==> src/rtl/branch_target_predictor_pkg.sv <==
// Shared types and helpers for the branch target predictor.
//
// BtbEntry  : one table entry as seen through the table read port. The fields
//             are sized for the widest supported configuration, and narrower
//             fields are zero-extended into them.
// BtbUpdate : the resolved control-flow bundle (upd_*). The core carries it in
//             the EX/MEM register.
// saturating_step : moves a direction counter one step up or down. The counter
//             sticks at 0 and at its all-ones value.
package branch_target_predictor_pkg;

    localparam int BTB_ADDR_W    = 32;
    localparam int BTB_MAX_CTR_W = 4;

    typedef struct packed {
        logic                     valid;
        logic [BTB_ADDR_W-1:0]    tag;
        logic [BTB_ADDR_W-1:0]    target;
        logic [BTB_MAX_CTR_W-1:0] ctr;
    } BtbEntry;

    typedef struct packed {
        logic                  valid;
        logic [BTB_ADDR_W-1:0] pc;
        logic                  taken;
        logic [BTB_ADDR_W-1:0] target;
        logic                  pred_taken;
        logic [BTB_ADDR_W-1:0] pred_target;
    } BtbUpdate;

    // width is the live counter width (1..BTB_MAX_CTR_W). Bits above it are
    // expected to be zero on entry and stay zero on exit.
    function automatic logic [BTB_MAX_CTR_W-1:0] saturating_step(
        input logic [BTB_MAX_CTR_W-1:0] ctr,
        input logic                     up,
        input int unsigned              width
    );
        logic [BTB_MAX_CTR_W-1:0] maxVal;
        maxVal = BTB_MAX_CTR_W'((5'd1 << width) - 5'd1);
        if (up) begin
            saturating_step = (ctr == maxVal) ? ctr : ctr + 1'b1;
        end else begin
            saturating_step = (ctr == '0) ? ctr : ctr - 1'b1;
        end
    endfunction

endpackage

==> src/rtl/branch_target_predictor_if.sv <==
// Bus between the fetch/MEM side of the core (master) and the predictor
// (slave).
//
// Lookup  : lookup_pc and lookup_en in; pred_taken and pred_target out.
// Update  : upd_valid, upd_pc, upd_taken, upd_target, upd_pred_taken,
//           upd_pred_target and invalidate in; mispredict out.
// Perf    : perf_lookups and perf_mispredicts out.
interface branch_target_predictor_if #(
    parameter int ADDR_W = 32,
    parameter int PERF_W = 32
) ();

    logic              lookup_en;
    logic [ADDR_W-1:0] lookup_pc;
    logic              pred_taken;
    logic [ADDR_W-1:0] pred_target;

    logic              upd_valid;
    logic [ADDR_W-1:0] upd_pc;
    logic              upd_taken;
    logic [ADDR_W-1:0] upd_target;
    logic              upd_pred_taken;
    logic [ADDR_W-1:0] upd_pred_target;
    logic              invalidate;
    logic              mispredict;

    logic [PERF_W-1:0] perf_lookups;
    logic [PERF_W-1:0] perf_mispredicts;

    modport master (
        output lookup_en, lookup_pc, upd_valid, upd_pc, upd_taken, upd_target,
               upd_pred_taken, upd_pred_target, invalidate,
        input  pred_taken, pred_target, mispredict, perf_lookups, perf_mispredicts
    );

    modport slave (
        input  lookup_en, lookup_pc, upd_valid, upd_pc, upd_taken, upd_target,
               upd_pred_taken, upd_pred_target, invalidate,
        output pred_taken, pred_target, mispredict, perf_lookups, perf_mispredicts
    );

endinterface

==> src/rtl/branch_target_predictor_table.sv <==
// BTB storage: an ENTRIES-deep register array.
//
// Ports
//   clk, reset     : clock; asynchronous active-high reset that clears every field.
//   i_rdIdx        : index of the asynchronous lookup read port.
//   o_rdEntry      : entry at i_rdIdx, with fields zero-extended into BtbEntry.
//   i_upd*         : read-modify-write update port. Hit/miss at i_updIdx is
//                    decided here, and the result is written on the clock edge.
//   i_invalidate   : clears every valid bit in one cycle. It wins over an update.
module btb_table
    import branch_target_predictor_pkg::*;
#(
    parameter int ENTRIES = 16,
    parameter int ADDR_W  = 32,
    parameter int CTR_W   = 2,
    parameter int IDX_W   = $clog2(ENTRIES),
    parameter int TAG_W   = ADDR_W - 2 - IDX_W
) (
    input  logic              clk,
    input  logic              reset,
    input  logic [IDX_W-1:0]  i_rdIdx,
    output BtbEntry           o_rdEntry,
    input  logic              i_updValid,
    input  logic [IDX_W-1:0]  i_updIdx,
    input  logic [TAG_W-1:0]  i_updTag,
    input  logic              i_updTaken,
    input  logic [ADDR_W-1:0] i_updTarget,
    input  logic              i_invalidate
);

    // The valid bits are kept as a flat vector of flops so that invalidate can
    // clear all of them in one edge.
    logic [ENTRIES-1:0] r_valid;
    logic [TAG_W-1:0]   r_tag    [ENTRIES];
    logic [ADDR_W-1:0]  r_target [ENTRIES];
    logic [CTR_W-1:0]   r_ctr    [ENTRIES];

    logic                     w_updHit;
    logic [BTB_MAX_CTR_W-1:0] w_stepped;
    logic [CTR_W-1:0]         w_nextCtr;
    logic                     w_unusedStep;

    // Lookup read port: purely combinational from the registered state, so a
    // same-cycle update is not bypassed.
    always_comb begin
        o_rdEntry        = '0;
        o_rdEntry.valid  = r_valid[i_rdIdx];
        o_rdEntry.tag    = BTB_ADDR_W'(r_tag[i_rdIdx]);
        o_rdEntry.target = BTB_ADDR_W'(r_target[i_rdIdx]);
        o_rdEntry.ctr    = BTB_MAX_CTR_W'(r_ctr[i_rdIdx]);
    end

    assign w_updHit     = r_valid[i_updIdx] && (r_tag[i_updIdx] == i_updTag);
    assign w_stepped    = saturating_step(BTB_MAX_CTR_W'(r_ctr[i_updIdx]), i_updTaken, CTR_W);
    assign w_nextCtr    = CTR_W'(w_stepped);
    assign w_unusedStep = (w_stepped >> CTR_W) != '0;

    // Training rules:
    //   hit             : the counter steps toward the outcome, and a taken
    //                     outcome also refreshes the target.
    //   miss, taken     : the entry is replaced and starts weakly taken.
    //   miss, not taken : nothing changes.
    // Invalidate only drops the valid bits and leaves counters and targets as
    // they are.
    always_ff @(posedge clk or posedge reset) begin
        if (reset) begin
            r_valid <= '0;
            for (int i = 0; i < ENTRIES; i++) begin
                r_tag[i]    <= '0;
                r_target[i] <= '0;
                r_ctr[i]    <= '0;
            end
        end else if (i_invalidate) begin
            r_valid <= '0;
        end else if (i_updValid) begin
            if (w_updHit) begin
                r_ctr[i_updIdx] <= w_nextCtr;
                if (i_updTaken) begin
                    r_target[i_updIdx] <= i_updTarget;
                end
            end else if (i_updTaken) begin
                r_valid[i_updIdx]  <= 1'b1;
                r_tag[i_updIdx]    <= i_updTag;
                r_target[i_updIdx] <= i_updTarget;
                r_ctr[i_updIdx]    <= CTR_W'(1 << (CTR_W - 1));
            end
        end
    end

endmodule

==> src/rtl/branch_target_predictor.sv <==
// Branch target buffer with saturating-counter direction prediction. It sits
// beside instruction fetch and is trained by control-flow instructions as they
// resolve and leave MEM.
//
// Ports
//   clk, reset : clock; asynchronous active-high reset.
//   bus        : branch_target_predictor_if slave. It carries the lookup,
//                update, invalidate, mispredict and perf signals.
module branch_target_predictor
    import branch_target_predictor_pkg::*;
#(
    parameter int ENTRIES = 16,
    parameter int ADDR_W  = 32,
    parameter int CTR_W   = 2,
    parameter int PERF_W  = 32
) (
    input  logic                      clk,
    input  logic                      reset,
    branch_target_predictor_if.slave  bus
);

    localparam int IDX_W = $clog2(ENTRIES);
    localparam int TAG_W = ADDR_W - 2 - IDX_W;

    BtbEntry           w_rdEntry;
    BtbUpdate          w_upd;
    logic              w_hit;
    logic              w_ctrMsb;
    logic              w_predTaken;
    logic              w_mispredict;
    logic              w_unusedPcBits;
    logic [PERF_W-1:0] r_perfLookups;
    logic [PERF_W-1:0] r_perfMispredicts;

    always_comb begin
        w_upd             = '0;
        w_upd.valid       = bus.upd_valid;
        w_upd.pc          = BTB_ADDR_W'(bus.upd_pc);
        w_upd.taken       = bus.upd_taken;
        w_upd.target      = BTB_ADDR_W'(bus.upd_target);
        w_upd.pred_taken  = bus.upd_pred_taken;
        w_upd.pred_target = BTB_ADDR_W'(bus.upd_pred_target);
    end

    // PC[1:0] never selects or tags an entry.
    assign w_unusedPcBits = ^{bus.lookup_pc[1:0], w_upd.pc[1:0]};

    btb_table #(
        .ENTRIES (ENTRIES),
        .ADDR_W  (ADDR_W),
        .CTR_W   (CTR_W),
        .IDX_W   (IDX_W),
        .TAG_W   (TAG_W)
    ) u_table (
        .clk          (clk),
        .reset        (reset),
        .i_rdIdx      (bus.lookup_pc[IDX_W+1:2]),
        .o_rdEntry    (w_rdEntry),
        .i_updValid   (w_upd.valid),
        .i_updIdx     (w_upd.pc[IDX_W+1:2]),
        .i_updTag     (w_upd.pc[ADDR_W-1:IDX_W+2]),
        .i_updTaken   (w_upd.taken),
        .i_updTarget  (w_upd.target[ADDR_W-1:0]),
        .i_invalidate (bus.invalidate)
    );

    // The table zero-extends its fields, so comparing and testing the full
    // widths is the same as comparing and testing the live bits.
    assign w_hit       = w_rdEntry.valid &&
                         (w_rdEntry.tag == BTB_ADDR_W'(bus.lookup_pc[ADDR_W-1:IDX_W+2]));
    assign w_ctrMsb    = (w_rdEntry.ctr >> (CTR_W - 1)) != '0;
    assign w_predTaken = w_hit && w_ctrMsb;

    assign bus.pred_taken  = w_predTaken;
    assign bus.pred_target = w_predTaken ? ADDR_W'(w_rdEntry.target) : '0;

    // A wrong direction is always a mispredict. A wrong target matters only
    // when the instruction really redirected.
    assign w_mispredict = w_upd.valid &&
                          ((w_upd.pred_taken != w_upd.taken) ||
                           (w_upd.taken && (w_upd.pred_target != w_upd.target)));
    assign bus.mispredict = w_mispredict;

    // Perf counters stick at all-ones instead of wrapping. Invalidate leaves
    // them alone.
    always_ff @(posedge clk or posedge reset) begin
        if (reset) begin
            r_perfLookups     <= '0;
            r_perfMispredicts <= '0;
        end else begin
            if (bus.lookup_en && (r_perfLookups != '1)) begin
                r_perfLookups <= r_perfLookups + 1'b1;
            end
            if (w_mispredict && (r_perfMispredicts != '1)) begin
                r_perfMispredicts <= r_perfMispredicts + 1'b1;
            end
        end
    end

    assign bus.perf_lookups     = r_perfLookups;
    assign bus.perf_mispredicts = r_perfMispredicts;

endmodule
==> src/flat_wrapper.sv <==
// flat-port wrapper written by rule: the top's interface ports become plain ports
module branch_target_predictor_flat import branch_target_predictor_pkg::*;
#(
    parameter int ENTRIES = 16,
    parameter int ADDR_W  = 32,
    parameter int CTR_W   = 2,
    parameter int PERF_W  = 32
)
  (clk, reset, bus_lookup_en, bus_lookup_pc, bus_upd_valid, bus_upd_pc, bus_upd_taken, bus_upd_target, bus_upd_pred_taken, bus_upd_pred_target, bus_invalidate, bus_pred_taken, bus_pred_target, bus_mispredict, bus_perf_lookups, bus_perf_mispredicts);
  branch_target_predictor_if #(.ADDR_W(ADDR_W), .PERF_W(PERF_W)) bus_i ();
  input  logic clk;
  input  logic reset;
  input wire logic [$bits(bus_i.lookup_en)-1:0] bus_lookup_en;
  input wire logic [$bits(bus_i.lookup_pc)-1:0] bus_lookup_pc;
  input wire logic [$bits(bus_i.upd_valid)-1:0] bus_upd_valid;
  input wire logic [$bits(bus_i.upd_pc)-1:0] bus_upd_pc;
  input wire logic [$bits(bus_i.upd_taken)-1:0] bus_upd_taken;
  input wire logic [$bits(bus_i.upd_target)-1:0] bus_upd_target;
  input wire logic [$bits(bus_i.upd_pred_taken)-1:0] bus_upd_pred_taken;
  input wire logic [$bits(bus_i.upd_pred_target)-1:0] bus_upd_pred_target;
  input wire logic [$bits(bus_i.invalidate)-1:0] bus_invalidate;
  output wire logic [$bits(bus_i.pred_taken)-1:0] bus_pred_taken;
  output wire logic [$bits(bus_i.pred_target)-1:0] bus_pred_target;
  output wire logic [$bits(bus_i.mispredict)-1:0] bus_mispredict;
  output wire logic [$bits(bus_i.perf_lookups)-1:0] bus_perf_lookups;
  output wire logic [$bits(bus_i.perf_mispredicts)-1:0] bus_perf_mispredicts;
  assign bus_i.lookup_en = bus_lookup_en;
  assign bus_i.lookup_pc = bus_lookup_pc;
  assign bus_i.upd_valid = bus_upd_valid;
  assign bus_i.upd_pc = bus_upd_pc;
  assign bus_i.upd_taken = bus_upd_taken;
  assign bus_i.upd_target = bus_upd_target;
  assign bus_i.upd_pred_taken = bus_upd_pred_taken;
  assign bus_i.upd_pred_target = bus_upd_pred_target;
  assign bus_i.invalidate = bus_invalidate;
  assign bus_pred_taken = bus_i.pred_taken;
  assign bus_pred_target = bus_i.pred_target;
  assign bus_mispredict = bus_i.mispredict;
  assign bus_perf_lookups = bus_i.perf_lookups;
  assign bus_perf_mispredicts = bus_i.perf_mispredicts;
  branch_target_predictor #(.ENTRIES(ENTRIES), .ADDR_W(ADDR_W), .CTR_W(CTR_W), .PERF_W(PERF_W)) u_core (.clk(clk), .reset(reset), .bus(bus_i));
endmodule
==> config.mk <==
export PLATFORM = sky130hd
export DESIGN_NAME = branch_target_predictor_flat
export DESIGN_NICKNAME = d
export VERILOG_FILES = /design/src/rtl/branch_target_predictor_pkg.sv /design/src/rtl/branch_target_predictor_if.sv /design/src/rtl/branch_target_predictor_table.sv /design/src/rtl/branch_target_predictor.sv /design/src/flat_wrapper.sv
export SDC_FILE = /design/constraint.sdc
export NUM_CORES = 2
export LEC_CHECK = 0
export CORE_MARGIN = 1.5
export CORE_UTILIZATION = 30
export DETAILED_ROUTE_END_ITERATION = 16
export REMOVE_ABC_BUFFERS = 1
export SLEW_MARGIN = 15
export SYNTH_ARGS = -nofsm -noshare
export SYNTH_HDL_FRONTEND = slang
export SYNTH_SLANG_ARGS = --single-unit
==> constraint.sdc <==
create_clock -name clk -period 83.3 [get_ports clk]
set_input_delay 12.495 -clock clk [delete_from_list [all_inputs] [get_ports clk]]
set_output_delay 12.495 -clock clk [all_outputs]
set_load 0.05 [all_outputs]
# Yosys cells after proc, flatten, opt, wreduce, memory -nomap -nowiden
# Cells that the tools add are included.
# classes
n_addsub	4
magnitude_cmp	6
eq_ne	8
muxes	40
n_bitwise	8
n_reduce_logical	18
# op_table
cell	n
512-bit bitwise mux	1
416-bit bitwise mux	1
26-bit binary-select mux with 4-bit select	2
32-bit 2-to-1 mux	6
26-bit 2-to-1 mux	5
32-bit binary-select mux with 4-bit select	1
32-bit demux with 4-bit select	1
26-bit demux with 4-bit select	1
32-bit by 1-bit adder with 32-bit output, second input constant	2
16-bit 2-to-1 mux	4
32-bit inequality test, second input constant	2
26-bit == test	2
32-bit bitwise mux	1
32-bit inequality test	1
16-bit OR	2
16-bit AND	1
2-bit binary-select mux with 4-bit select	2
2-bit 2-to-1 mux	8
16-bit NOT	1
5-bit >= comparator, second input constant	2
4-bit by 5-bit less-than comparator with 1-bit output, second input constant	2
4-bit NOT with 5-bit output	2
1-bit logical AND	9
3-bit AND reduction	3
other kinds (16)	22
# totals
ff_bits	1040
inputBits	135

# Depth between registers and ports, before layout
# depth
depth_word	9
mapped_depth	18
mapped_depth_nobuf	9

# Hierarchy
# From an unflattened synthesis, not the netlist that was laid out.
# hier_totals
hier_cells	4077
area_unflattened_um2	52895.7
# modules_own_cells
mod	n_inst	cells_per_inst	area_per_inst_um2	seq_area_each_um2
btb_table	1	3656	48890.6	24423.4
branch_target_predictor	1	421	4005.1	1601.5

# Worst setup path after synthesis
# Ideal clock, no wire load.
# synth_path
path_type	input to output
start	input port bus_lookup_pc[2]
end	output port bus_pred_target[0]
arrival_ps	16049
t_required_ps	70805
setup_slack_ps	54756
cell_stages	11
path_cell_list	clkbuf_1 -> buf_2 -> buf_2 -> buf_2 -> clkbuf_1 -> buf_1 -> buf_1 -> clkbuf_1 -> mux4_2 -> mux4_2 -> nor2b_1
# synth_via
elab_chain_cells	8
# synth_rtl
element	line	text
start, declared	flat_wrapper.sv:14	input wire logic [$bits(bus_i.lookup_pc)-1:0] bus_lookup_pc;
4-bit NOT with 5-bit output (not written as such)	branch_target_predictor_table.sv:48, branch_target_predictor_table.sv:49, branch_target_predictor_table.sv:50	
26-bit binary-select mux with 4-bit select	branch_target_predictor_table.sv:48	o_rdEntry.tag = BTB_ADDR_W'(r_tag[i_rdIdx]);
26-bit 2-to-1 mux (not written as such) (2 in a row)	branch_target_predictor_table.sv:48	
26-bit == test	branch_target_predictor.sv:70	(w_rdEntry.tag == BTB_ADDR_W'(bus.lookup_pc[ADDR_W-1:IDX_W+2]));
1-bit logical AND	branch_target_predictor.sv:69	assign w_hit = w_rdEntry.valid &&
1-bit logical AND	branch_target_predictor.sv:72	assign w_predTaken = w_hit && w_ctrMsb;
32-bit 2-to-1 mux *	branch_target_predictor.sv:75	assign bus.pred_target = w_predTaken ? ADDR_W'(w_rdEntry.target) : '0;
end, declared	flat_wrapper.sv:23	output wire logic [$bits(bus_i.pred_target)-1:0] bus_pred_target;
# Every way passes the cells marked *; elsewhere a longest branch is shown, timed or not. The select of a mux whose other input is x is not followed.

# Final worst setup path
# layout_path
start	input port bus_lookup_pc[2]
end	output port bus_pred_target[1]
# Same word-level chain as after synthesis.

==> run_summary.xml <==
<?xml version="1.0" encoding="UTF-8"?>
<metrics>
  <group name="outcome">
    <metric name="run_status" unit="">finished clean</metric>
  </group>
  <group name="power_and_ir_drop">
    <metric name="power.switching_fraction" unit="">0.264</metric>
    <metric name="share_seq_of_total_power" unit="">0.449</metric>
    <metric name="p_int" unit="uW">1010</metric>
    <metric name="p_clk_frac" unit="">0.392</metric>
    <metric name="power_leakage" unit="uW">0.0264</metric>
    <metric name="combinationalPowerShare" unit="">0.160</metric>
    <metric name="p_sw" unit="uW">361</metric>
    <metric name="power_density" unit="mW/mm^2">22.6</metric>
    <metric name="totalPowerFinal" unit="uW">1370</metric>
    <metric name="power.ir.vdd_worst" unit="V">0.0000185</metric>
  </group>
  <group name="timing">
    <metric name="rsz0062_at_grt" unit="">no</metric>
    <metric name="finalCritPeriodShare" unit="">0.372</metric>
    <metric name="setup-violations-final" unit="">0</metric>
    <metric name="finalSetupTns" unit="ns">0</metric>
    <metric name="finClkSkew" unit="ns">0.0514</metric>
    <metric name="period_minus_slack" unit="ns">30.98</metric>
    <metric name="max_slew_headroom_at_the_worst_pin" unit="">0.197</metric>
    <metric name="postLayoutSetupSlackWorst" unit="ns">52.32</metric>
    <metric name="tightestPinTransition" unit="ns">1.20</metric>
    <metric name="max_freq" unit="MHz">32.3</metric>
    <metric name="report.final.slew_viol_count" unit="">0</metric>
    <metric name="finalHoldViolCount" unit="">0</metric>
  </group>
  <group name="critical_path">
    <metric name="reg2regPathDepth" unit="">10</metric>
    <metric name="required" unit="ns">70.80</metric>
    <metric name="crit_fanout" unit="">43</metric>
    <metric name="cp_common_cell" unit="">sky130_fd_sc_hd__buf_4</metric>
    <metric name="critPathLaunchType" unit="">primary input</metric>
    <metric name="cp_slowest_cell" unit="">sky130_fd_sc_hd__clkdlybuf4s50_1</metric>
    <metric name="ff2ff_setup_slack" unit="ns">78.47</metric>
    <metric name="worstPathArrival" unit="ns">18.49</metric>
    <metric name="critical_path.endpoint_type" unit="">primary output</metric>
    <metric name="cp_cell_sequence" unit="">buf_8, buf_4, buf_4, mux4_2, mux4_2, xnor2_1, nand4_1, nor3_1, nand4_1, buf_4, nor2b_1, clkdlybuf4s50_1</metric>
    <metric name="timing_worst_setup_path_type" unit="">primary input to primary output</metric>
    <metric name="cpPeakStageDelay" unit="ns">0.89</metric>
  </group>
  <group name="floorplan">
    <metric name="die-height" unit="um">420</metric>
    <metric name="floorplan.die_area" unit="sq mm">0.176</metric>
    <metric name="die_w" unit="um">420</metric>
    <metric name="floorplan.initialDensity" unit="">0.303</metric>
    <metric name="coreArea" unit="sq mm">0.172</metric>
    <metric name="ios" unit="">233</metric>
    <metric name="num_rows" unit="">152</metric>
  </group>
  <group name="clocking">
    <metric name="hold_buffers" unit="">0</metric>
    <metric name="cts_buffers" unit="">116</metric>
    <metric name="clkSinkCount" unit="">1040</metric>
    <metric name="clk_pin_slew" unit="ns">0.06</metric>
    <metric name="cts_resized" unit="">0</metric>
    <metric name="clockBufferDepth" unit="">3</metric>
    <metric name="insertion_delay" unit="ns">0.77</metric>
    <metric name="post-cts-setup-buffers" unit="">0</metric>
    <metric name="cts_root_buffer" unit="">sky130_fd_sc_hd__clkbuf_16</metric>
    <metric name="htree_num_levels" unit="">3</metric>
    <metric name="tritoncts_clock_tree" unit="">yes</metric>
  </group>
  <group name="global_routing">
    <metric name="grt_util_all_layers" unit="">0.171</metric>
    <metric name="grt.overflow.total" unit="">0</metric>
    <metric name="antenna_found_initial" unit="">17</metric>
    <metric name="maximum_number_of_pins_on_one_net_before_global_route_repair" unit="">190</metric>
    <metric name="grt_pass1_vias" unit="">32263</metric>
    <metric name="grt_pass1_wl" unit="um">223000</metric>
  </group>
  <group name="yosys">
    <metric name="synthDominantCellAreaShare" unit="">0.499</metric>
    <metric name="synth.avg_cell_area" unit="sq um">15.1</metric>
    <metric name="synth-edff-count" unit="">0</metric>
    <metric name="synth_flop_cell" unit="">sky130_fd_sc_hd__dfrtp_1</metric>
    <metric name="synth_seq_cells" unit="">1040</metric>
    <metric name="syn-cell-area" unit="sq mm">0.0521</metric>
    <metric name="ys.warnings.count" unit="">0</metric>
    <metric name="ys_top_cells_by_area" unit="">sky130_fd_sc_hd__dfrtp_1 (50%), sky130_fd_sc_hd__mux4_2 (17%), sky130_fd_sc_hd__mux2_2 (16%), sky130_fd_sc_hd__mux2_1 (3.3%), sky130_fd_sc_hd__xnor2_1 (1.8%)</metric>
    <metric name="ys_seq_area_frac" unit="">0.499</metric>
    <metric name="yosysUniqueCellTypes" unit="">70</metric>
    <metric name="ys_async_sr_fraction" unit="">1.00</metric>
    <metric name="synth_largest_area_cell" unit="">sky130_fd_sc_hd__dfrtp_1</metric>
    <metric name="syn_inst" unit="">3443</metric>
  </group>
  <group name="cells_and_area">
    <metric name="mostFrequentLayoutCells" unit="">sky130_fd_sc_hd__dfrtp_1 (1040), sky130_fd_sc_hd__mux2_2 (743), sky130_fd_sc_hd__mux4_2 (391)</metric>
    <metric name="num-nets-final" unit="">3693</metric>
    <metric name="drive_above_1_share" unit="">0.402</metric>
    <metric name="fillCellCount" unit="">16535</metric>
    <metric name="layout-area-overhead-vs-synth" unit="%">16.1</metric>
    <metric name="most_common_cell_after_layout_fill_and_taps_aside" unit="">sky130_fd_sc_hd__dfrtp_1</metric>
    <metric name="utilization" unit="">0.352</metric>
  </group>
  <group name="routing">
    <metric name="detailroute.via_count" unit="">31194</metric>
    <metric name="detail_route.first_pass.iterations" unit="">5</metric>
    <metric name="aggregate_routed_wire_length" unit="um">151000</metric>
    <metric name="drt_first_iter_violations" unit="">2217</metric>
    <metric name="wl_per_cell" unit="um">25.3</metric>
    <metric name="final_antenna_net_count" unit="">0</metric>
    <metric name="detail_route.drc_violations" unit="">0</metric>
    <metric name="vias_per_cell" unit="">5.23</metric>
  </group>
  <group name="placed_design">
    <metric name="place_hpwl" unit="um">86900</metric>
    <metric name="gp_congestion" unit="">0.795</metric>
    <metric name="dpl_worst_slack" unit="ns">52.25</metric>
    <metric name="io_buffer_count" unit="">228</metric>
  </group>
  <group name="worst_hold_path">
    <metric name="hold_class" unit="">flip-flop to flip-flop</metric>
    <metric name="worstHoldPathCells" unit="">1</metric>
  </group>
  <group name="flow_run">
    <metric name="number_of_violations_of_the_max_capacitance_limit" unit="">0</metric>
  </group>
</metrics>
==> cells by family after synthesis <==
family | share of synthesized area
buf+inv | 0.0319
simple gates | 0.0316
flops | 0.499
compound gates | 0.0289
fa+ha+maj | 0.000864
xor+xnor | 0.0252
mux | 0.383
==> power groups by stage <==
| stage | Clock (uW) | Sequential [uW] | Combinational [uW] |
|---|---|---|---|
| after floorplan | 0 | 621 | 140 |
| after global placement | 0 | 618 | 217 |
| after detailed placement | 0 | 621 | 221 |
| after CTS | 549 | 612 | 221 |
| after global routing | 570 | 621 | 235 |
| final | 535 | 613 | 218 |
==> synth_stat cells (4+ instances only) <==
cell type                   number
sky130_fd_sc_hd__mux2_2        743
sky130_fd_sc_hd__nor3_1         12
sky130_fd_sc_hd__clkbuf_1      195
sky130_fd_sc_hd__buf_4          17
sky130_fd_sc_hd__nand4_1        35
sky130_fd_sc_hd__o21ai_4        11
sky130_fd_sc_hd__a2bb2oi_1      17
sky130_fd_sc_hd__a221oi_1        6
sky130_fd_sc_hd__nor4_1          9
sky130_fd_sc_hd__o2bb2ai_1      17
sky130_fd_sc_hd__buf_6          22
sky130_fd_sc_hd__mux2_4         30
sky130_fd_sc_hd__xor2_1         42
sky130_fd_sc_hd__nand2b_1        4
sky130_fd_sc_hd__nor2_1         57
sky130_fd_sc_hd__mux4_2        391
sky130_fd_sc_hd__buf_1          30
sky130_fd_sc_hd__mux2_1        155
sky130_fd_sc_hd__xnor2_1       108
sky130_fd_sc_hd__and4_1          7
sky130_fd_sc_hd__mux2i_1        58
sky130_fd_sc_hd__o21ai_0        79
sky130_fd_sc_hd__a21oi_1         4
sky130_fd_sc_hd__and3_1         19
sky130_fd_sc_hd__nand3_1        39
sky130_fd_sc_hd__o211ai_1        5
sky130_fd_sc_hd__nor2b_1        39
sky130_fd_sc_hd__o22ai_1        12
sky130_fd_sc_hd__and2_1          9
sky130_fd_sc_hd__inv_1          51
sky130_fd_sc_hd__nand2_1        49
sky130_fd_sc_hd__o21a_1         17
sky130_fd_sc_hd__or2_1           6
sky130_fd_sc_hd__buf_2          40
sky130_fd_sc_hd__or3_1           4
sky130_fd_sc_hd__a22oi_1         8
sky130_fd_sc_hd__dfrtp_1      1040
==> flip-flops by register name, indices dropped and copies added, names as in the netlist <==
name / count
u_core.u_table.r_valid: 16
u_core.u_table.r_ctr: 32
u_core.u_table.r_target: 512
u_core.u_table.r_tag: 416
u_core.bus.perf_mispredicts: 32
u_core.bus.perf_lookups: 32
==> final timing paths <==
path / startpoint / endpoint
setup / recovery: bus_lookup_pc[2] / bus_pred_target[1]
hold / removal: u_core.bus.perf_lookups[14] / u_core.bus.perf_lookups[14]
setup reg to reg: u_core.u_table.r_tag[220] / u_core.u_table.r_tag[77]
hold reg to reg: u_core.bus.perf_lookups[14] / u_core.bus.perf_lookups[14]
max in group asynchronous: reset / u_core.u_table.r_target[25]
min in group asynchronous: reset / u_core.bus.perf_mispredicts[12]
==> metrics by stage <==
stage,cell area (sq um),cells,hold slack [ns]
final,60600,5963,0.494
after global routing,60600,5962,0.508
after CTS,60500,5958,0.493
after detailed placement,56600,5748,0.482
after global placement,56600,5748,0.480
after floorplan,50700,3136,0.468
==> worst max-delay path: cells and delay by family <==
| family | cells | cell delay [ns] |
|---|---|---|
| buffers and inverters | 5 | 2.90 |
| XOR/XNOR | 1 | 0.36 |
| AND/OR/NAND/NOR | 4 | 1.30 |
| multiplexers | 2 | 1.16 |
==> routing by layer <==
layer / global-route usage / part of all wire
met1: 0.230 / 0.44
met2: 0.277 / 0.48
met3: 0.0318 / 0.052
met4: 0.0584 / 0.031
met5: 0 / 0.000053
==> area by class of cell <==
class / instances / area [sq um] / area share
flip-flops and latches: 1040 / 26000 / 0.430
multi-input cells: 2043 / 24600 / 0.406
clock buffers: 167 / 3380 / 0.0557
well taps: 2310 / 2890 / 0.0477
repair buffers: 302 / 2880 / 0.0475
clock inverters: 43 / 603 / 0.00996
inverters: 53 / 206 / 0.00341
diodes: 5 / 12.5 / 0.000207
Power figures use the tool's default switching activity.
